[src/rtl/tx_arb_pkg.sv]
// Shared types for the UART-TX frame arbiter and its stall timer.
package tx_arb_pkg;

  typedef enum logic [1:0] {
    StIdle,
    StSend,
    StWait
  } arb_state_e;

  typedef logic       req_idx_t;
  typedef logic [7:0] byte_t;

  localparam int unsigned CntWidth = 8;

endpackage

[src/rtl/tx_stall_timer.sv]
// Saturating stall counter; expired stays high while the count sits at the limit.
module tx_stall_timer
  import tx_arb_pkg::*;
(
  input  logic                clk_i,
  input  logic                rst_i,
  input  logic                clear_i,
  input  logic                count_en_i,
  input  logic [CntWidth-1:0] limit_i,
  output logic                expired_o
);

  logic [CntWidth-1:0] cnt_q, cnt_d;

  always_comb begin
    cnt_d = cnt_q;
    if (clear_i) begin
      cnt_d = '0;
    end else if (count_en_i && (cnt_q < limit_i)) begin
      cnt_d = cnt_q + 1'b1;
    end
  end

  always_ff @(posedge clk_i) begin
    if (rst_i) begin
      cnt_q <= '0;
    end else begin
      cnt_q <= cnt_d;
    end
  end

  assign expired_o = (cnt_q >= limit_i);

endmodule

[src/rtl/tx_arbiter.sv]
// Round-robin frame arbiter feeding one byte per two cycles into the TX escape stage.
module tx_arbiter
  import tx_arb_pkg::*;
#(
  parameter int unsigned StallLimit = 255
) (
  input  logic       clk_i,
  input  logic       rst_i,
  input  logic       tx_ready_i,
  output logic [7:0] data_send_o,
  output logic       write_o,
  output logic       command_o,
  input  logic       req0_valid_i,
  input  logic [7:0] req0_data_i,
  input  logic       req0_last_i,
  output logic       req0_ready_o,
  input  logic       req1_valid_i,
  input  logic [7:0] req1_data_i,
  input  logic       req1_last_i,
  input  logic       req1_cmd_i,
  output logic       req1_ready_o,
  output logic [1:0] grant_o,
  output logic       busy_o,
  output logic       abort_o
);

  localparam byte_t LimitVal = byte_t'(StallLimit);

  arb_state_e state_q, state_d;
  req_idx_t   ptr_q, ptr_d;
  req_idx_t   owner_q, owner_d;
  req_idx_t   win;
  logic [1:0] grant_q, grant_d;
  logic       busy_q, busy_d;
  logic       write_q, write_d;
  logic       abort_q, abort_d;
  logic       command_q, command_d;
  logic       last_q, last_d;
  byte_t      data_q, data_d;

  logic       sel_valid, sel_last, sel_cmd;
  byte_t      sel_data;
  logic       accept, expired;

  // Only the owner's stream is visible; the other requester is ignored entirely.
  assign sel_valid = owner_q ? req1_valid_i : req0_valid_i;
  assign sel_data  = owner_q ? req1_data_i  : req0_data_i;
  assign sel_last  = owner_q ? req1_last_i  : req0_last_i;
  assign sel_cmd   = owner_q ? req1_cmd_i   : 1'b0;

  assign accept = (state_q == StSend) && sel_valid && tx_ready_i && !expired;

  assign req0_ready_o = accept && (owner_q == 1'b0);
  assign req1_ready_o = accept && (owner_q == 1'b1);

  tx_stall_timer u_stall_timer (
    .clk_i      (clk_i),
    .rst_i      (rst_i),
    .clear_i    (state_q != StSend),
    .count_en_i ((state_q == StSend) && !sel_valid),
    .limit_i    (LimitVal),
    .expired_o  (expired)
  );

  always_comb begin
    state_d   = state_q;
    ptr_d     = ptr_q;
    owner_d   = owner_q;
    grant_d   = grant_q;
    busy_d    = busy_q;
    write_d   = 1'b0;
    abort_d   = 1'b0;
    command_d = command_q;
    last_d    = last_q;
    data_d    = data_q;
    win       = 1'b0;

    unique case (state_q)
      StIdle: begin
        if (req0_valid_i || req1_valid_i) begin
          win     = (req0_valid_i && req1_valid_i) ? ptr_q : req1_valid_i;
          owner_d = win;
          grant_d = win ? 2'b10 : 2'b01;
          busy_d  = 1'b1;
          state_d = StSend;
        end
      end
      StSend: begin
        if (expired) begin
          abort_d = 1'b1;
          grant_d = 2'b00;
          busy_d  = 1'b0;
          ptr_d   = ~owner_q;
          state_d = StIdle;
        end else if (accept) begin
          data_d    = sel_data;
          last_d    = sel_last;
          command_d = sel_cmd;
          write_d   = 1'b1;
          state_d   = StWait;
        end
      end
      StWait: begin
        if (last_q) begin
          grant_d = 2'b00;
          busy_d  = 1'b0;
          ptr_d   = ~owner_q;
          state_d = StIdle;
        end else begin
          state_d = StSend;
        end
      end
      default: state_d = StIdle;
    endcase
  end

  always_ff @(posedge clk_i) begin
    if (rst_i) begin
      state_q   <= StIdle;
      ptr_q     <= 1'b0;
      owner_q   <= 1'b0;
      grant_q   <= 2'b00;
      busy_q    <= 1'b0;
      write_q   <= 1'b0;
      abort_q   <= 1'b0;
      command_q <= 1'b0;
      last_q    <= 1'b0;
      data_q    <= '0;
    end else begin
      state_q   <= state_d;
      ptr_q     <= ptr_d;
      owner_q   <= owner_d;
      grant_q   <= grant_d;
      busy_q    <= busy_d;
      write_q   <= write_d;
      abort_q   <= abort_d;
      command_q <= command_d;
      last_q    <= last_d;
      data_q    <= data_d;
    end
  end

  assign data_send_o = data_q;
  assign write_o     = write_q;
  assign command_o   = command_q;
  assign grant_o     = grant_q;
  assign busy_o      = busy_q;
  assign abort_o     = abort_q;

endmodule
[config.mk]
export PLATFORM = sky130hd
export DESIGN_NAME = tx_arbiter
export DESIGN_NICKNAME = d
export VERILOG_FILES = /design/src/rtl/tx_arb_pkg.sv /design/src/rtl/tx_stall_timer.sv /design/src/rtl/tx_arbiter.sv
export SDC_FILE = /design/constraint.sdc
export NUM_CORES = 1
export LEC_CHECK = 0
export ABC_AREA = 0
export ABC_CLOCK_PERIOD_IN_PS = 4050
export CORE_MARGIN = 5
export CORE_UTILIZATION = 52
export CTS_BUF_LIST = sky130_fd_sc_hd__clkbuf_8
export DETAILED_ROUTE_END_ITERATION = 16
export PLACE_DENSITY_LB_ADDON = 0.2
export SYNTH_ARGS = -nofsm -noshare
export SYNTH_HDL_FRONTEND = slang
export SYNTH_SLANG_ARGS = --single-unit
[constraint.sdc]
create_clock -name clk_i -period 4.05 [get_ports clk_i]
set_clock_uncertainty 0.2 [all_clocks]
set_input_delay 0.81 -clock clk_i [delete_from_list [all_inputs] [get_ports clk_i]]
set_output_delay 0.81 -clock clk_i [all_outputs]
set_load 0.1 [all_outputs]
## Word-level counts from Yosys, hierarchy flattened

Index checks and enable logic that the tools add are counted.

| storage, ports and cells | value |
|---|---|
| register bits after elaboration | 27 |
| output and inout port bits | 16 |
| logic and storage cells | 70 |

| cells by class | value |
|---|---|
| add/subtract/negate cells | 1 |
| $lt $le $gt $ge | 2 |
| equal/unequal tests | 7 |
| muxes and demuxes | 24 |
| bitwise gates (word level) | 3 |
| reduce and logical (&&, ||, !) cells | 22 |

Operators by type and width:

| cell | count |
|---|---|
| 2-bit two-way mux | 7 |
| 1-bit two-way mux | 12 |
| 2-bit case mux with 3 select lines | 2 |
| 8-bit by 1-bit adder with 8-bit output, second input constant | 1 |
| 8-bit >= comparator, second input constant | 1 |
| 1-bit logical AND | 8 |
| 8-bit less-than comparator, second input constant | 1 |
| 8-bit two-way mux | 1 |
| 2-bit != test, second input constant | 3 |
| 3-bit AND reduction | 2 |
| 2-bit AND reduction | 2 |
| 4-bit AND reduction | 1 |
| 2-bit OR reduction | 2 |
| 3-bit != test, second input constant | 1 |
| 1-bit inverter | 3 |
| 1-bit case mux with 3 select lines | 1 |
| 3-bit nonzero test | 1 |
| 3-bit OR reduction | 1 |
| 2-bit by 1-bit equality test with 1-bit output, second input constant | 1 |
| 2-bit equality test, second input constant | 1 |
| 1-bit logical NOT | 2 |
| 2-bit logical NOT | 1 |
| 2-bit by 1-bit != test with 1-bit output, second input constant | 1 |
| 1-bit case mux with 2 select lines | 1 |
| 2 further kinds | 2 |

## Depth between registers and ports, before layout

Gate-level depths: netlist of the first run.

| depth | value |
|---|---|
| word-level depth | 7 |
| depth in mapped cells | 6 |
| gate-level depth less buffers | 6 |

## Modules after synthesis

From an unflattened synthesis of the first run, not the netlist that was laid out.

| unflattened totals | value |
|---|---|
| cell total of the unflattened synthesis | 185 |
| area, all modules | 1,710.4 um^2 |

By module, submodules not included:

| module | instances | cells each | area each (um^2) | seq. area each (um^2) |
|---|---|---|---|---|
| tx_arbiter | 1 | 105 | 1,062.3 | 380.4 |
| tx_stall_timer | 1 | 80 | 648.1 | 160.2 |

## Worst setup path after synthesis of the first run

OpenSTA, ideal clock, no wires.

| timing path | value |
|---|---|
| kind | input to output |
| start | input port req0_valid_i |
| end | output port req0_ready_o |
| arrival time | 2.669 ns |
| data required time | 3.040 ns |
| slack | 0.371 ns |
| cell stages on the path | 5 |
| cell sequence | mux2_4 -> and3_1 -> buf_2 -> nand2_1 -> nor2_1 |

| between the ends | value |
|---|---|
| longest elaborated chain between the ends | 5 |

Ends and longest elaborated chain:

| element | RTL line | source |
|---|---|---|
| start, declared | tx_arbiter.sv:13 | `input logic req0_valid_i,` |
| 1-bit two-way mux | tx_arbiter.sv:46 | `assign sel_valid = owner_q ? req1_valid_i : req0_valid_i;` |
| 1-bit logical AND (3 in series) | tx_arbiter.sv:51 | `assign accept = (state_q == StSend) && sel_valid && tx_ready_i && !expired;` |
| 1-bit logical AND | tx_arbiter.sv:53 | `assign req0_ready_o = accept && (owner_q == 1'b0);` |
| end, declared | tx_arbiter.sv:16 | `output logic req0_ready_o,` |

Every way passes these cells.

## Worst setup path in the final report of the first run

Same ends and word-level chain as after synthesis.

==> results of run 1 <==
Yosys cell counts (2+ instances only):
cell type                   n  area, sq um
sky130_fd_sc_hd__a211oi_1   9         67.6
sky130_fd_sc_hd__a21oi_1   18         90.1
sky130_fd_sc_hd__and3_1     4         25.0
sky130_fd_sc_hd__clkbuf_1   5         18.8
sky130_fd_sc_hd__dfxtp_1   27          541
sky130_fd_sc_hd__ha_1       6         75.1
sky130_fd_sc_hd__inv_1      6         22.5
sky130_fd_sc_hd__mux2i_1   11          110
sky130_fd_sc_hd__nand2_1    7         26.3
sky130_fd_sc_hd__nand2b_1   2         12.5
sky130_fd_sc_hd__nand3_1    4         20.0
sky130_fd_sc_hd__nand4_1    2         12.5
sky130_fd_sc_hd__nor2_1    12         45.0
sky130_fd_sc_hd__nor3_1     3         15.0
sky130_fd_sc_hd__o21ai_0    5         25.0
sky130_fd_sc_hd__o31ai_1    2         15.0
sky130_fd_sc_hd__or3_1      2         12.5
sky130_fd_sc_hd__or4_1      4         30.0
state kept, by name, summed over array words and instances, names as in the netlist:
register and flops:
write_o 1, data_send_o 8, abort_o 1, command_o 1, last_q 1, owner_q 1, u_stall_timer.cnt_q 8, ptr_q 1
state_q 2, grant_o 2, busy_o 1
logic make-up after synthesis:
kind of cell               count (synthesis)
adders and majority gates                  6
xor gates and xnor gates                   1
DFF                                       27
muxes                                     14
and+or+nand+nor                           46
buffers and inverters                     13
AOI/OAI and AO/OA                         45
worst max-delay path, cell delays in order:
cell	delay, ps
sky130_fd_sc_hd__clkdlybuf4s50_1	580
sky130_fd_sc_hd__mux2_4	230
sky130_fd_sc_hd__and3_1	440
sky130_fd_sc_hd__nand2_1	140
sky130_fd_sc_hd__nor2_1	200
sky130_fd_sc_hd__buf_12	200
worst min-delay path by stage:
stage	startpoint	endpoint	slack, ps	cells after the start
2_1_floorplan	u_stall_timer.cnt_q[7]$_SDFFE_PP0P_	u_stall_timer.cnt_q[7]$_SDFFE_PP0P_	270	2
3_3_place_gp	grant_o[1]$_SDFFE_PP0P_	grant_o[1]$_SDFFE_PP0P_	270	2
3_5_place_dp	grant_o[1]$_SDFFE_PP0P_	grant_o[1]$_SDFFE_PP0P_	280	2
4_1_cts	grant_o[1]$_SDFFE_PP0P_	grant_o[1]$_SDFFE_PP0P_	290	2
5_1_grt	grant_o[1]$_SDFFE_PP0P_	grant_o[1]$_SDFFE_PP0P_	320	2
6_report	grant_o[1]$_SDFFE_PP0P_	grant_o[1]$_SDFFE_PP0P_	290	2
area by class of cell:
type	count	area share, %
Timing Repair Buffer	40	22.6
Sequential cell	27	29.2
Clock buffer	3	2.23
Clock inverter	1	0.406
Inverter	6	1.22
Multi-Input combinational cell	112	42.3
Tap cell	30	2.03
per-layer routing:
layer	vias to the layer above	track usage [%]	wire length [um]	share of wire [%]
li1	641	-	-	-
met1	634	25.4	1420	40
met3	4	3.14	175	4.9
met4	0	4.55	17	0.48
met2	38	36.2	1950	55
met5	-	0	0	0
report_power, final:
part	internal, mW	switching, mW	leakage (nW)
Combinational	0.0809	0.153	0.398
Sequential	0.282	0.00986	0.219
Clock	0.0697	0.0856	0.0217
==> impl_summary.txt, run 1 <==
----------------------------------------------------
[Floorplan]
  Effective utilization at floorplan ... 55.2%
  Vert. Die Dim ... 61.5 um
  Core area ... 2500 sq um
  I/O pin count ... 40
  Number of standard-cell rows in the floorplan ... 18
  Die area ... 3780 sq um
  Die outline width ... 61.5 um

[Synth]
  Combinational family with the most area after synthesis ... compound AO/OA/AOI/OAI gates
  Number of distinct standard cells referenced by the synthesized netlist ... 41
  Syn Area/Cell ... 9.08 sq um
  Synth warnings ... 0
  Register bit count reported by yosys ... 27
  Post-synth EDFFs ... 0
  Primary FF master, synth ... sky130_fd_sc_hd__dfxtp_1
  Sequential cell area fraction in the yosys report ... 39.2%
  Simple-gate share of the synthesized area ... 17.8%
  Fraction of synthesized area in multiplexers ... 11.5%
  Post-synthesis share of cell area spent on full adders, half adders and majority gates ... 5.44%
  Async set-reset flop share out of synthesis ... 0%
  Netlist area before placement ... 1380 sq um
  Synth Net Count ... 182
  Compound-gate portion of the synthesized area ... 21.3%
  Synthesized netlist cell count ... 152
  Post-synthesis xor/xnor area fraction ... 0.635%

[Place]
  Half-perimeter wire length of the detailed placement result ... 2760 um
  Cell area after placement ... 1800 sq um
  Buffers added on ports ... 39
  Final Wtd Congestion ... 0.803
  Instance count after placement with tap cells included ... 215
  Setup Slack @ Placement ... 433 ps

[Pwr]
  Leakage power ... 0.640 nW
  Maximum vdd ir drop ... 0.318 mV
  Sum of internal, switching and leakage power ... 681 uW
  Power per Cell Area ... 368 nW/um^2

[Finish]
  Storage element area ... 541 sq um
  Fraction of layout instances using a drive strength above 1 ... 6.88%
  NumNets Final ... 220
  Commonest cells after routing, fill and taps aside ... sky130_fd_sc_hd__clkdlybuf4s50_1 (37), sky130_fd_sc_hd__dfxtp_1 (27), sky130_fd_sc_hd__a21oi_1 (18), sky130_fd_sc_hd__nor2_1 (12), sky130_fd_sc_hd__mux2i_1 (11)
  Most common cell after layout, fill and taps aside ... sky130_fd_sc_hd__clkdlybuf4s50_1
  Layout area overhead ... 34.0%
  Core utilization of the finished layout ... 74.0%
  Final-layout fill cell count ... 195
  Total area of multi-input combinational cells ... 782 sq um
  Fin area ... 1850 sq um
  Number of inserted diodes ... 0
  Count of placed standard cells in the final layout, fillers left out ... 219

[CTS]
  Maximum level of the CTS H-tree ... 1
  Clock slew at reported path FFs ... 100 ps
  Clock Tree Buf Depth ... 2
  CTS root buf ... sky130_fd_sc_hd__clkbuf_8
  TritonCTS clock tree ... yes
  Source-to-sink clock delay at the later pin of the worst-skew pair ... 270 ps
  Post-CTS setup buffers ... 0
  Hold-fix buffers, CTS ... 0
  Post_cts resized ... 0
  Clock net sink count ... 27
  Number of clock buffers inserted by TritonCTS ... 3

[Timing]
  Final hold vios ... 0
  Setup violation total in the final timing report ... 0
  Setup ws final ... 419 ps
  Max frequency ... 0.275 GHz
  Tightest hold margin ... 292 ps
  Slew of the pin with the lowest slew margin ... 998 ps
  Max-slew violation count ... 0
  Unrepaired setup endpoints after global routing ... false
  Final cycle utilization of the critical path ... 89.6%
  Final critical-path required period ... 3630 ps
  Total negative slack ... 0 ps
  Relative max-transition margin ... 33.2%

[Route]
  Length of the first detailed-routing pass in iterations ... 4
  Vias after detailed routing ... 1317
  Post-route antenna net violation count ... 0
  DRT iter0 DRCs ... 64
  Number of design rule violations left after detail routing ... 0
  Number of vias per cell ... 6.01
  Routed length per placed instance ... 16.2 um
  Sum of routed wire length over all layers ... 3560 um

[Setup path]
  Cells on worst reg2reg path ... 6
  Worst Path Required ... 3040 ps
  Critical Path Source ... req0_valid_i
  Destination of the worst register-to-register timing path ... grant_o[0]$_SDFFE_PP0P_
  Worst setup EP type ... primary output
  Category of the most critical setup path ... input pin to primary output
  R2R Setup Slk ... 2010 ps
  Crit Reg-Reg Startpoint ... state_q[0]$_SDFFE_PP0P_
  Crit Path Max Fanout ... 12
  CP Data Arrival Time ... 2620 ps
  Critical Path Start Type ... input pin
  Capture point of the worst path ... req0_ready_o

[GRT]
  Via count of the first global-routing pass ... 1328
  Number of antenna violations at the first check in global routing ... 0
  Wire length of the first global-routing pass ... 5890 um
  Maximum number of pins on one net before global-route repair ... 22
  Overall overflow remaining after global route ... 0
  Global routing usage summed across all routing layers ... 20.2%

[Worst hold path]
  Path category of the worst min-delay check ... register to register

[Run]
  # Max-Cap Violations ... 0

[Outcome]
  Status ... finished, final reports clean

----------------------------------------------------
Power figures use the tool's default switching activity.
==> inputs of run 2 (changes only) <==
--- a/config.mk
+++ b/config.mk
@@ -7,6 +7,7 @@
 export LEC_CHECK = 0
 export ABC_AREA = 0
 export ABC_CLOCK_PERIOD_IN_PS = 4050
+export CORE_ASPECT_RATIO = 2
 export CORE_MARGIN = 5
 export CORE_UTILIZATION = 52
 export CTS_BUF_LIST = sky130_fd_sc_hd__clkbuf_8
@@ -15,3 +16,4 @@
 export SYNTH_ARGS = -nofsm -noshare
 export SYNTH_HDL_FRONTEND = slang
 export SYNTH_SLANG_ARGS = --single-unit
+export TNS_END_PERCENT = 1
==> run 2 against run 1 <==
Compared with the run above: cell count shrank 0.91%; utilization shrank 2.2 points; worst setup slack gained 25 ps; hold slack lost 7.1 ps; sequential share of layout area grew 0.079 points; global-route usage shrank 1.5 points.
==> impl_summary.txt, run 2 (synthesis gave the netlist of run 1 again) <==
----------------------------------------------------
[GRT]
  Via count of the first global-routing pass ... 1316 (-0.90%)
  Overall overflow remaining after global route ... 0 (unchanged)
  Number of antenna violations at the first check in global routing ... 0 (unchanged)
  Wire length of the first global-routing pass ... 5660 um (-4.0%)
  Global routing usage summed across all routing layers ... 18.7% (-1.5 points)
  Maximum number of pins on one net before global-route repair ... 22 (unchanged)

[Finish]
  Layout area overhead ... 33.6%
  Commonest cells after routing, fill and taps aside ... sky130_fd_sc_hd__clkdlybuf4s50_1 (37), sky130_fd_sc_hd__dfxtp_1 (27), sky130_fd_sc_hd__a21oi_1 (18), sky130_fd_sc_hd__nor2_1 (12), sky130_fd_sc_hd__mux2i_1 (11)
  Most common cell after layout, fill and taps aside ... sky130_fd_sc_hd__clkdlybuf4s50_1
  Core utilization of the finished layout ... 71.8% (-2.2 points)
  Fin area ... 1840 sq um (-0.27%)
  Number of inserted diodes ... 0 (unchanged)
  NumNets Final ... 220 (unchanged)
  Fraction of layout instances using a drive strength above 1 ... 6.88% (unchanged)
  Count of placed standard cells in the final layout, fillers left out ... 217 (-0.91%)

[Setup path]
  Critical Path Source ... req0_valid_i
  Critical Path Start Type ... input pin
  Crit Path Max Fanout ... 12 (unchanged)
  Crit Reg-Reg Startpoint ... state_q[0]$_SDFFE_PP0P_
  CP Data Arrival Time ... 2600 ps (-20 ps)
  Worst setup EP type ... primary output
  Worst Path Required ... 3040 ps (about the same)
  Category of the most critical setup path ... input pin to primary output

[Floorplan]
  Die area ... 3850 sq um (+1.7%)
  I/O pin count ... 40 (unchanged)
  Vert. Die Dim ... 82.9 um (+35%)
  Number of standard-cell rows in the floorplan ... 26 (+8)
  Core area ... 2570 sq um (+2.8%)
  Effective utilization at floorplan ... 53.7% (-1.5 points)
  Die outline width ... 46.4 um (-25%)

[Route]
  Vias after detailed routing ... 1305 (-0.91%)
  Number of design rule violations left after detail routing ... 0 (unchanged)
  Sum of routed wire length over all layers ... 3430 um (-3.5%)
  Number of vias per cell ... 6.01 (about the same)
  Length of the first detailed-routing pass in iterations ... 4 (unchanged)
  Post-route antenna net violation count ... 0 (unchanged)
  Routed length per placed instance ... 15.8 um (-2.7%)
  DRT iter0 DRCs ... 29 (-55%)

[CTS]
  Clock Tree Buf Depth ... 2 (unchanged)
  Clock net sink count ... 27 (unchanged)
  Maximum level of the CTS H-tree ... 1 (unchanged)
  Number of clock buffers inserted by TritonCTS ... 3 (unchanged)
  Hold-fix buffers, CTS ... 0 (unchanged)
  CTS root buf ... sky130_fd_sc_hd__clkbuf_8
  Clock slew at reported path FFs ... 90 ps (about the same)
  TritonCTS clock tree ... yes
  Source-to-sink clock delay at the later pin of the worst-skew pair ... 270 ps (about the same)
  Post_cts resized ... 0 (unchanged)
  Post-CTS setup buffers ... 0 (unchanged)

[Worst hold path]
  Path category of the worst min-delay check ... register to register
  Worst Min Path Start ... grant_o[1]$_SDFFE_PP0P_

[Place]
  Cell area after placement ... 1800 sq um (-0.14%)
  Setup Slack @ Placement ... 446 ps (+12.1 ps)
  Instance count after placement with tap cells included ... 213 (-0.93%)
  Final Wtd Congestion ... 0.874 (+8.9%)
  Buffers added on ports ... 39 (unchanged)
  Half-perimeter wire length of the detailed placement result ... 2690 um (-2.6%)

[Timing]
  Final cycle utilization of the critical path ... 89.0% (-0.62 points)
  Total negative slack ... 0 ps (unchanged)
  Slew of the pin with the lowest slew margin ... 996 ps (-2.36 ps)
  Setup violation total in the final timing report ... 0 (unchanged)
  Max-slew violation count ... 0 (unchanged)
  Relative max-transition margin ... 33.4% (+0.16 points)
  Setup ws final ... 445 ps (+25.2 ps)
  Unrepaired setup endpoints after global routing ... false
  Final critical-path required period ... 3610 ps (-25.2 ps)
  Final hold vios ... 0 (unchanged)
  Max frequency ... 0.277 GHz (+0.70%)

[Pwr]
  Design internal power ... 432 uW (-0.20%)
  Leakage power ... 0.643 nW (+0.59%)
  Switching share of power ... 36.4% (-0.086 points)
  Fraction of power consumed by the clock network ... 22.5% (-0.3 points)
  Power per Cell Area ... 368 nW/um^2 (about the same)
  Sequential group share of total power ... 43.0% (about the same)
  Net Sw Power ... 247 uW (-0.57%)
  Comb pwr share ... 34.5% (+0.2 points)
  Maximum vdd ir drop ... 0.388 mV (+22%)

[Run]
  # Max-Cap Violations ... 0 (unchanged)

[Outcome]
  Status ... finished, final reports clean

----------------------------------------------------
## run 2: cell count changes in the layout (fill, tap and decap cells not counted)
cell and change:
sky130_fd_sc_hd__clkinv_2 +1, sky130_fd_sc_hd__clkinvlp_4 -1
## run 2: power groups by stage
stage	logic, mW	clock network (mW)	registers (mW)
after floorplan	0.0924	0	0.373
after detailed placement	0.235	0	0.298
after global placement	0.229	0	0.297
after CTS	0.235	0.154	0.292
after global routing	0.247	0.165	0.294
final	0.234	0.153	0.292
## run 2: worst paths after layout
kind	endpoint	slack, ps	cells past startpoint
worst min register to register	grant_o[1]$_SDFFE_PP0P_	280	2
worst max register to register	grant_o[0]$_SDFFE_PP0P_	2000	6
worst min-delay path	grant_o[1]$_SDFFE_PP0P_	280	2
worst max-delay path	req0_ready_o	440	6
## run 2: final cells by class
type	count	area (sq um)
fill	214	726
inverter	6	22.5
multi-input combinational	112	782
sequential	27	541
clock inverter	1	5.00
timing repair buffer	40	418
clock buffer	3	41.3
tap	28	35.0
## run 2: critical path: stages
cell	delay, ps
sky130_fd_sc_hd__clkdlybuf4s50_1	600
sky130_fd_sc_hd__mux2_4	240
sky130_fd_sc_hd__and3_1	410
sky130_fd_sc_hd__nand2_1	120
sky130_fd_sc_hd__nor2_1	200
sky130_fd_sc_hd__buf_12	210
## run 2: stage by stage
step / hold slack (ps) / total power, mW
after floorplan: 273 / 0.466
after global placement: 267 / 0.526
after detailed placement: 278 / 0.533
after CTS: 292 / 0.681
after global routing: 309 / 0.706
final: 285 / 0.679
## run 2: metal layers
| metal | track usage (%) | vias up | routed length (um) |
|---|---|---|---|
| met3 | 2.60 | 4 | 109 |
| li1 | - | 641 | - |
| met1 | 20.8 | 626 | 1260 |
| met4 | 4.66 | 0 | 46 |
| met5 | 0 | - | 0 |
| met2 | 34.4 | 34 | 2010 |
